==> src/rtl/wieg_pkg.sv <==
// Shared types and constants for the cradle rocking controller:
// FSM state encoding, the speed/amplitude table and default parameters.
package wieg_pkg;

  typedef enum logic [1:0] {
    IDLE    = 2'd0,
    PROBEER = 2'd1,
    HOUD    = 2'd2,
    ALARM   = 2'd3
  } toestand_t;

  typedef struct packed {
    logic [2:0] snelheid;
    logic [2:0] amplitude;
  } wiegCode_t;

  localparam int WINDOW_DEF  = 64;
  localparam int DREMPEL_DEF = 16;
  localparam int N_MODES_DEF = 8;

  // Rocking table, gentle to vigorous: {snelheid, amplitude} per mode index.
  function automatic wiegCode_t tabel(input logic [2:0] mode);
    wiegCode_t code;
    case (mode)
      3'd0:    code = '{snelheid: 3'd1, amplitude: 3'd1};
      3'd1:    code = '{snelheid: 3'd2, amplitude: 3'd1};
      3'd2:    code = '{snelheid: 3'd2, amplitude: 3'd2};
      3'd3:    code = '{snelheid: 3'd3, amplitude: 3'd2};
      3'd4:    code = '{snelheid: 3'd3, amplitude: 3'd3};
      3'd5:    code = '{snelheid: 3'd4, amplitude: 3'd3};
      3'd6:    code = '{snelheid: 3'd4, amplitude: 3'd4};
      default: code = '{snelheid: 3'd5, amplitude: 3'd4};
    endcase
    return code;
  endfunction

endpackage

==> src/rtl/wieg_regelaar_venster_teller.sv <==
// Evaluation-window bookkeeping: counts tick strobes and saturating stressLaag
// samples, and flags the window-end cycle together with its inclusive score.
module venster_teller #(
  parameter int WINDOW = 64
) (
  input  logic       clk,
  input  logic       r,
  input  logic       wis,
  input  logic       actief,
  input  logic       tick,
  input  logic       stressLaag,
  output logic       vensterEind,
  output logic [7:0] score
);

  localparam int TW = (WINDOW > 1) ? $clog2(WINDOW) : 1;

  logic [TW-1:0] tickCnt;
  logic [7:0]    stressCnt;

  assign vensterEind = actief && tick && (tickCnt == TW'(WINDOW - 1));

  // Score already includes this cycle's sample so the window-end cycle counts.
  assign score = (stressLaag && (stressCnt != 8'hFF)) ? stressCnt + 8'd1 : stressCnt;

  // NOTE: sequential state is assigned with <= only, so every register samples
  // the pre-edge values regardless of statement order.
  always_ff @(posedge clk) begin
    if (!r || wis || vensterEind) begin
      tickCnt   <= '0;
      stressCnt <= '0;
    end else if (actief) begin
      if (tick) tickCnt <= tickCnt + TW'(1);
      stressCnt <= score;
    end
  end

endmodule

==> src/rtl/wieg_regelaar.sv <==
// Rocking-strategy controller: scores the current mode per window, holds a
// passing mode, advances through the table on failure and alarms after N_MODES.
module wieg_regelaar
  import wieg_pkg::*;
#(
  parameter int WINDOW  = WINDOW_DEF,
  parameter int DREMPEL = DREMPEL_DEF,
  parameter int N_MODES = N_MODES_DEF
) (
  input  logic       clk,
  input  logic       r,
  input  logic       enable,
  input  logic       tick,
  input  logic       stressLaag,
  output logic       motorAan,
  output logic [2:0] snelheid,
  output logic [2:0] amplitude,
  output logic [2:0] modus,
  output logic       vast,
  output logic       alarm
);

  toestand_t  toestand, toestandNext;
  logic [2:0] modeNext;
  logic [3:0] failCnt, failNext;
  logic       vensterEind;
  logic [7:0] score;

  logic       motorNext, vastNext, alarmNext;
  wiegCode_t  codeNext;

  venster_teller #(.WINDOW(WINDOW)) uTeller (
    .clk        (clk),
    .r          (r),
    .wis        (!enable || (toestand == IDLE)),
    .actief     (enable && ((toestand == PROBEER) || (toestand == HOUD))),
    .tick       (tick),
    .stressLaag (stressLaag),
    .vensterEind(vensterEind),
    .score      (score)
  );

  // State, mode, fail counter and the registered outputs all move together.
  always_ff @(posedge clk) begin
    if (!r) begin
      toestand  <= IDLE;
      modus     <= '0;
      failCnt   <= '0;
      motorAan  <= 1'b0;
      snelheid  <= '0;
      amplitude <= '0;
      vast      <= 1'b0;
      alarm     <= 1'b0;
    end else begin
      toestand  <= toestandNext;
      modus     <= modeNext;
      failCnt   <= failNext;
      motorAan  <= motorNext;
      snelheid  <= codeNext.snelheid;
      amplitude <= codeNext.amplitude;
      vast      <= vastNext;
      alarm     <= alarmNext;
    end
  end

  // NOTE: every variable gets a default before the case so no path leaves one
  // unassigned, which would otherwise infer a latch.
  always_comb begin
    toestandNext = toestand;
    modeNext     = modus;
    failNext     = failCnt;
    if (!enable) begin
      toestandNext = IDLE;
      modeNext     = '0;
      failNext     = '0;
    end else begin
      case (toestand)
        IDLE: begin
          toestandNext = PROBEER;
          modeNext     = '0;
          failNext     = '0;
        end
        PROBEER, HOUD: begin
          if (vensterEind) begin
            if (score >= 8'(DREMPEL)) begin
              toestandNext = HOUD;
              failNext     = '0;
            end else if ((failCnt + 4'd1) < 4'(N_MODES)) begin
              toestandNext = PROBEER;
              modeNext     = (modus == 3'(N_MODES - 1)) ? 3'd0 : modus + 3'd1;
              failNext     = failCnt + 4'd1;
            end else begin
              toestandNext = ALARM;
              modeNext     = '0;
              failNext     = failCnt + 4'd1;
            end
          end
        end
        default: ;  // ALARM latches until enable drops or reset
      endcase
    end
  end

  // Outputs decoded from the next state so they land in the same edge.
  always_comb begin
    motorNext = (toestandNext != IDLE);
    vastNext  = (toestandNext == HOUD);
    alarmNext = (toestandNext == ALARM);
    codeNext  = motorNext ? tabel(modeNext) : '0;
  end

endmodule
==> config.mk <==
export PLATFORM = sky130hd
export DESIGN_NAME = wieg_regelaar
export DESIGN_NICKNAME = d
export VERILOG_FILES = /design/src/rtl/wieg_pkg.sv /design/src/rtl/wieg_regelaar_venster_teller.sv /design/src/rtl/wieg_regelaar.sv
export SDC_FILE = /design/constraint.sdc
export NUM_CORES = 1
export LEC_CHECK = 0
export CORE_MARGIN = 1
export CORE_UTILIZATION = 40
export DETAILED_ROUTE_END_ITERATION = 8
export GPL_ROUTABILITY_DRIVEN = 1
export SLEW_MARGIN = 40
export SYNTH_ARGS = -nofsm -noshare
export SYNTH_HDL_FRONTEND = slang
export SYNTH_SLANG_ARGS = --single-unit
export TNS_END_PERCENT = 30
==> constraint.sdc <==
create_clock -name clk -period 4.3 [get_ports clk]
set_input_delay 0.43 -clock clk [delete_from_list [all_inputs] [get_ports clk]]
set_output_delay 0.43 -clock clk [all_outputs]
set_load 0.1 [all_outputs]
== Word level (Yosys, flattened, before mapping) ==
Cells that the tools add are included.

* Register bits: 32
* Logic and storage cells: 65
* Input bits: 5
* Output and inout port bits: 12

* $lt $le $gt $ge: 2
* Add/subtract/negate cells: 4
* Equality and inequality tests: 14
* Reduce and logical (&&, ||, !) cells: 19
* Mux-type cells: 16

{| class="wikitable"
|+ Operators by type and width
! kind !! count
|-
| $pmux W6 S7 || 1
|-
| $mux W3 || 5
|-
| $eq A3 B3 Y1 const B || 4
|-
| $add A8 B1 Y8 const B || 1
|-
| $ge A8 B5 Y1 const B || 1
|-
| $mux W2 || 4
|-
| $mux W4 || 2
|-
| $mux W8 || 1
|-
| $ne A8 B8 Y1 const B || 1
|-
| $pmux W4 S2 || 1
|-
| $reduce_and A2 Y1 || 4
|-
| $add A6 B1 Y6 const B || 1
|-
| $eq A2 B2 Y1 const B || 3
|-
| $eq A3 B2 Y1 const B || 2
|-
| $eq A6 B6 Y1 const B || 1
|-
| $pmux W3 S2 || 1
|-
| $add A4 B1 Y4 const B || 1
|-
| $logic_and A1 B1 Y1 || 4
|-
| $logic_or A1 B1 Y1 || 4
|-
| $lt A4 B4 Y1 const B || 1
|-
| $pmux W2 S2 || 1
|-
| $reduce_bool A2 Y1 || 2
|-
| $add A3 B1 Y3 const B || 1
|-
| $eq A3 B1 Y1 const B || 1
|-
| 6 further kinds || 7
|}

== Longest topological paths before layout ==
* Depth after elaboration: 10
* Depth in mapped cells: 13
* Depth with buffers taken out: 12

== Cells and area by module ==
From an unflattened synthesis, not the netlist that was laid out.

* Cells, all modules: 202
* Area, all modules: 1722.9 um^2

{| class="wikitable"
|+ By module, submodules not included
! module !! area an instance (um^2) !! cells an instance !! sequential area each (um^2) !! times used
|-
| wieg_regelaar || 895.9 || 102 || 360.3 || 1
|-
| venster_teller || 827.0 || 100 || 280.3 || 1
|}

== Least setup slack after synthesis ==
OpenSTA, ideal clock, no wires.

* Path type: register -> register
* Start point: register modus[0]
* End point: register snelheid[2]
* Setup time: 86 ps
* Data arrival time: 2975 ps
* Data required time: 4214 ps
* Stages on the path, launching flop included: 10
* Clock period less this slack: 3062 ps
* Path slack: 1238 ps
* Cells stage by stage: dfxtp_1 > ha_1 > ha_1 > nor4_1 > nand2b_1 > mux2_2 > a21o_1 > ha_1 > or3_1 > a221oi_2

* Word-level cells in the longest chain between the ends: 9

{| class="wikitable"
|+ RTL lines
! item !! line !! text
|-
| start: declaration || wieg_regelaar.sv:18 || <nowiki>output logic [2:0] modus,</nowiki>
|-
| start signal: assignment || wieg_regelaar.sv:56 || <nowiki>modus <= modeNext;</nowiki>
|-
| $add A3 B1 Y3 / $eq A3 B3 Y1 (equally long branches) || wieg_regelaar.sv:90 || <nowiki>modeNext = (modus == 3'(N_MODES - 1)) ? 3'd0 : modus + 3'd1;</nowiki>
|-
| $mux W3 || wieg_regelaar.sv:90 ||
|-
| $mux W3 || wieg_regelaar.sv:88 || <nowiki>end else if ((failCnt + 4'd1) < 4'(N_MODES)) begin</nowiki>
|-
| $mux W3 || wieg_regelaar.sv:85 || <nowiki>if (score >= 8'(DREMPEL)) begin</nowiki>
|-
| $mux W3 || wieg_regelaar.sv:84 || <nowiki>if (vensterEind) begin</nowiki>
|-
| $pmux W3 S2 (*) || wieg_regelaar.sv:77 || <nowiki>case (toestand)</nowiki>
|-
| $mux W3 (*) || wieg_regelaar.sv:72 || <nowiki>if (!enable) begin</nowiki>
|-
| $eq A3 B3 Y1 (tied with other cells) || wieg_pkg.sv:24 || <nowiki>case (mode)</nowiki>
|-
| $pmux W6 S7 (*) || wieg_pkg.sv:24 ||
|-
| end signal: assignment || wieg_regelaar.sv:59 || <nowiki>snelheid <= codeNext.snelheid;</nowiki>
|-
| end: declaration || wieg_regelaar.sv:16 || <nowiki>output logic [2:0] snelheid,</nowiki>
|}

Every way passes the cells marked *; elsewhere a longest branch is shown, timed or not.
A chain may end at the register's enable or synchronous reset.

== Worst setup path after layout ==
* Start point: register toestand[1]
* End point: register snelheid[2]

* Word-level cells in the longest chain between the ends: 10

{| class="wikitable"
|+ RTL lines
! item !! line !! text
|-
| start: declaration || wieg_regelaar.sv:23 || <nowiki>toestand_t toestand, toestandNext;</nowiki>
|-
| start signal: assignment || wieg_regelaar.sv:55 || <nowiki>toestand <= toestandNext;</nowiki>
|-
| $eq A2 B1 Y1 / $eq A2 B2 Y1 (equally long branches) || wieg_regelaar.sv:36, wieg_regelaar.sv:77 ||
|-
| $logic_or A1 B1 Y1 || wieg_regelaar.sv:36 || <nowiki>.actief (enable && ((toestand == PROBEER) || (toestand == HOUD))),</nowiki>
|-
| $logic_and A1 B1 Y1 || wieg_regelaar.sv:36 ||
|-
| $logic_and A1 B1 Y1 (2 in a row) || wieg_regelaar_venster_teller.sv:21 || <nowiki>assign vensterEind = actief && tick && (tickCnt == TW'(WINDOW - 1));</nowiki>
|-
| $mux W3 / $mux W2 (equally long branches) || wieg_regelaar.sv:84 ||
|-
| $pmux W3 S2 / $pmux W2 S2 (equally long branches) || wieg_regelaar.sv:77 ||
|-
| $mux W3 / $mux W2 (equally long branches) || wieg_regelaar.sv:72 ||
|-
| $eq A3 B3 Y1 (tied with other cells) || wieg_pkg.sv:24 ||
|-
| $pmux W6 S7 / $reduce_and A2 Y1 (equally long branches) || -- ||
|}

Several ways; a longest one is shown, not always the timed one.

==> report_table.html <==
<table>
<tr><th>Metric</th><th>Value</th></tr>
<tr><th colspan="2">CTS</th></tr>
<tr><td>Number of cells upsized or downsized after cts</td><td>0</td></tr>
<tr><td>Buffer cell driving the clock tree root</td><td>clkbuf_8</td></tr>
<tr><td>CTS Hold Bufs</td><td>0</td></tr>
<tr><td>Clock buffers created by TritonCTS</td><td>5</td></tr>
<tr><td>Clock latency reported for the late side of the worst-skew pair</td><td>280 ps</td></tr>
<tr><td>Clock tree from TritonCTS</td><td>yes</td></tr>
<tr><td>Clock-pin slew on the worst setup and hold paths</td><td>60 ps</td></tr>
<tr><td>H-tree levels</td><td>2</td></tr>
<tr><td>Maximum root-to-sink buffer count</td><td>2</td></tr>
<tr><td>CTS Sinks</td><td>32</td></tr>
<tr><td>Post-CTS Setup Repair Bufs</td><td>0</td></tr>
<tr><th colspan="2">Synthesis</th></tr>
<tr><td>Number of enable-type register cells in the synthesized netlist</td><td>0</td></tr>
<tr><td>Sequential area share after synthesis</td><td>0.360</td></tr>
<tr><td>Number of distinct library cells after synthesis</td><td>51</td></tr>
<tr><td>Per-instance average area after synthesis</td><td>8.76 um2</td></tr>
<tr><td>Net count after synthesis</td><td>219</td></tr>
<tr><td>Top_reg_cell synth</td><td>dfxtp_1</td></tr>
<tr><td>Cell count after synthesis</td><td>203</td></tr>
<tr><td>Post-synthesis share of cell area spent on xor and xnor gates</td><td>0.0443</td></tr>
<tr><td>Fraction of the mapped netlist area in adder cells</td><td>0.0774</td></tr>
<tr><td>Share of synthesized area spent on multiplexers</td><td>0.0176</td></tr>
<tr><td>Post-Synth Simple-Gate Area</td><td>0.253</td></tr>
<tr><td>Fraction of the mapped netlist area in compound gates</td><td>0.210</td></tr>
<tr><td>Share of async-settable or async-resettable flops after synthesis</td><td>0</td></tr>
<tr><td>Yosys warns</td><td>0</td></tr>
<tr><td>Post-synthesis sequential element count</td><td>32</td></tr>
<tr><td>Post-Synthesis Cell Area</td><td>1780 um2</td></tr>
<tr><td>Combinational family with the most area after synthesis</td><td>simple AND/OR/NAND/NOR gates</td></tr>
<tr><th colspan="2">Worst setup path</th></tr>
<tr><td>Crit start category</td><td>register</td></tr>
<tr><td>Element type at the critical path end</td><td>register</td></tr>
<tr><td>Slowest-stage cell, CP</td><td>or3_1</td></tr>
<tr><td>Logic depth of the worst setup path including buffers</td><td>11</td></tr>
<tr><td>Data required, critical path</td><td>4490 ps</td></tr>
<tr><td>Type of the worst setup path</td><td>register to register</td></tr>
<tr><td>Critical path buffer and inverter count</td><td>1</td></tr>
<tr><td>Largest stage delay, worst path</td><td>500 ps</td></tr>
<tr><td>CP Cell Sequence</td><td>inv_1 &gt; ha_1 &gt; nand2_2 &gt; or3_1 &gt; a21oi_1 &gt; nand2_1 &gt; mux2_2 &gt; a21o_1 &gt; ha_1 &gt; or3_1 &gt; a221oi_2</td></tr>
<tr><td>Largest fanout of any net on the critical path</td><td>8</td></tr>
<tr><td>Depth of the most critical reg-to-reg path</td><td>11</td></tr>
<tr><td>Data arrival time of the critical path</td><td>approximately 3600 ps</td></tr>
<tr><td>Critical path's top delay family</td><td>simple AND/OR/NAND/NOR gates</td></tr>
<tr><th colspan="2">Detailed routing</th></tr>
<tr><td>Count of vias placed by the detailed router</td><td>1,525</td></tr>
<tr><td>Number of vias per cell after detailed routing</td><td>5.67</td></tr>
<tr><td>Number of nets with antenna violations after detailed routing</td><td>0</td></tr>
<tr><td>DRC violations left</td><td>0</td></tr>
<tr><td>DRT iter0 DRCs</td><td>88</td></tr>
<tr><td>Final WL</td><td>3.62 mm</td></tr>
<tr><td>Wire length per cell</td><td>13.4 um</td></tr>
<tr><td>Number of iterations in the first detailed-routing pass</td><td>4</td></tr>
<tr><th colspan="2">Timing</th></tr>
<tr><td>Setup total negative slack</td><td>0 ps</td></tr>
<tr><td>Total count of hold-check failures in the final report</td><td>0</td></tr>
<tr><td># setup viols final</td><td>0</td></tr>
<tr><td>Final clock skew</td><td>between 7 and 8 ps</td></tr>
<tr><td>Max-Slew Margin vs Limit</td><td>0.657</td></tr>
<tr><td>Period minus WS final</td><td>3450 ps</td></tr>
<tr><td>Timing-limited maximum frequency</td><td>290 MHz</td></tr>
<tr><td>Unrepaired setup endpoints after global routing</td><td>false</td></tr>
<tr><td>Hold Slack</td><td>around 490 ps</td></tr>
<tr><td>Share of the clock period used by the worst path after layout</td><td>0.801</td></tr>
<tr><td>Pins Over Slew Limit</td><td>0</td></tr>
<tr><td>Slew at the pin closest to its max-slew limit</td><td>511 ps</td></tr>
<tr><th colspan="2">Run</th></tr>
<tr><td>Max-cap violations</td><td>0</td></tr>
<tr><th colspan="2">Final layout</th></tr>
<tr><td>Most frequent cells in the layout</td><td>32 x dfxtp_1, 20 x nor2_1, 15 x nand2_1, 13 x nand3_1, 12 x buf_2</td></tr>
<tr><td>Final net count</td><td>around 230</td></tr>
<tr><td>Fraction of final layout cells sized beyond drive strength 1</td><td>0.137</td></tr>
<tr><td>N_diodes</td><td>0</td></tr>
<tr><td>Area Growth Syn to Fin</td><td>12.4%</td></tr>
<tr><td>Most frequent standard cell in the layout excluding fill and tap cells</td><td>dfxtp_1</td></tr>
<tr><td>Fill count</td><td>394</td></tr>
<tr><th colspan="2">Global routing</th></tr>
<tr><td>Global-route total usage across every layer</td><td>0.170</td></tr>
<tr><td>Number of global-route vias before repair</td><td>approximately 1.3k</td></tr>
<tr><td>Overflow left after global routing</td><td>0</td></tr>
<tr><td>Number of antenna violations at the first check in global routing</td><td>0</td></tr>
<tr><td>First-pass GRT wire length</td><td>5.87 mm</td></tr>
<tr><td>Pin count of the biggest net entering global routing</td><td>15</td></tr>
<tr><th colspan="2">Placed design</th></tr>
<tr><td>Final weighted congestion in routability-driven placement</td><td>around 0.86</td></tr>
<tr><td>Quantity of I/O buffers inserted on ports</td><td>16</td></tr>
<tr><td>DP Wirelength</td><td>2.72 mm</td></tr>
<tr><th colspan="2">Floorplan</th></tr>
<tr><td>Core region area</td><td>4140 um2</td></tr>
<tr><td>Initial standard-cell utilization of the core</td><td>0.429</td></tr>
<tr><td>Overall die area</td><td>roughly 4700 um2</td></tr>
<tr><td>IO Pins</td><td>17</td></tr>
<tr><td>Height of the chip</td><td>68.7 um</td></tr>
<tr><td>Floorplan die width</td><td>68.7 um</td></tr>
<tr><td>Number of core rows</td><td>23</td></tr>
<tr><th colspan="2">Power</th></tr>
<tr><td>Static Leak</td><td>about 0.76 nW</td></tr>
<tr><td>Final Total Pwr</td><td>roughly 0.57 mW</td></tr>
<tr><td>Pwr Density</td><td>286 nW/um2</td></tr>
<tr><td>Max rail drop VDD</td><td>0.186 mV</td></tr>
<tr><th colspan="2">Outcome</th></tr>
<tr><td>Run status</td><td>finished clean</td></tr>
<tr><th colspan="2">Min path</th></tr>
<tr><td>Type of the most critical hold path</td><td>register to register</td></tr>
<tr><td>Number of instances on the worst hold path</td><td>2</td></tr>
</table>
[registers in the layout, summed over array words and instances (netlist names)]
register and flops:
uTeller.stressCnt 8, uTeller.tickCnt 6, failCnt 4, amplitude 3
modus 3, snelheid 3, toestand 2, alarm 1
motorAan 1, vast 1
[worst paths after layout]
check                           slack (ps)                             from                               to
worst min-delay path                   490  uTeller.tickCnt[1]$_SDFFE_PP0P_  uTeller.tickCnt[1]$_SDFFE_PP0P_
worst max-delay path                   850           toestand[1]$_SDFF_PN0_           snelheid[2]$_SDFF_PN0_
worst min register to register         490  uTeller.tickCnt[1]$_SDFFE_PP0P_  uTeller.tickCnt[1]$_SDFFE_PP0P_
worst max register to register         850           toestand[1]$_SDFF_PN0_           snelheid[2]$_SDFF_PN0_
[worst register-to-register path, cell delays in order, from the launching register on]
cell and delay (ps):
dfxtp_1 390, inv_1 100, ha_1 430, nand2_2 150, or3_1 500, a21oi_1 250, nand2_1 130, mux2_2 330
a21o_1 180, ha_1 250, or3_1 400, a221oi_2 260
[layout make-up]
cell class                      count  area (um2)  share of cell area
Inverter                            8        32.5              0.0163
Tap cell                           50        62.6              0.0313
Timing Repair Buffer               16         100              0.0501
Sequential cell                    32         641               0.321
Multi-Input combinational cell    155        1070               0.537
Clock buffer                        8        90.1              0.0451
[where the power goes]
part / switching (mW) / internal (mW) / leakage (nW) / total [mW]
logic: 0.0285 / 0.0105 / 0.456 / 0.0390
clock network: 0.103 / 0.130 / 0.0455 / 0.234
registers: 0.000751 / 0.299 / 0.259 / 0.299
[cell families (layout without fill, tap and decap cells)]
family          after synthesis  in the layout
compound gates               46             46
flops                        32             32
xor+xnor                      9              9
mux                           3              3
buf+inv                      16             32
fa+ha+maj                    11             11
simple gates                 86             86
[stage by stage]
stage / util / instance area, um2 / setup slack, ps / std cells
2_1_floorplan: - / 1780 / 1240 / 203
3_3_place_gp: 0.475 / 1970 / 750 / 261
3_5_place_dp: 0.460 / 1910 / 652 / 261
4_1_cts: 0.482 / 2000 / 870 / 269
5_1_grt: 0.482 / 2000 / 653 / 269
6_report: 0.482 / 2000 / 854 / 269
[Yosys cell counts, types with 2 or more instances]
master,count,share of area
dfxtp_1,32,0.36
nor2_1,20,0.042
nand2_1,15,0.032
nand3_1,13,0.037
ha_1,11,0.077
a21oi_1,10,0.028
inv_1,7,0.015
clkbuf_1,6,0.013
and2_1,5,0.018
and3_1,5,0.018
and4_1,5,0.025
nand4_1,5,0.018
nor3_1,5,0.014
xor2_1,5,0.025
a211oi_1,4,0.017
xnor2_1,4,0.020
a31oi_1,3,0.011
nor2b_1,3,0.011
o21ai_0,3,0.0084
or3_1,3,0.011
a21o_1,2,0.0084
a22oi_1,2,0.0084
a31o_2,2,0.0099
buf_2,2,0.0056
mux2i_1,2,0.011
o211a_1,2,0.011
o211ai_1,2,0.0084
o22ai_1,2,0.0070
[metal layers]
metal	global-route usage	part of all wire
met1	0.213	0.47
met2	0.276	0.47
met3	0.0493	0.050
met4	0.0625	0.011
met5	0	0
No activity file was read; power rests on OpenSTA's default activity.
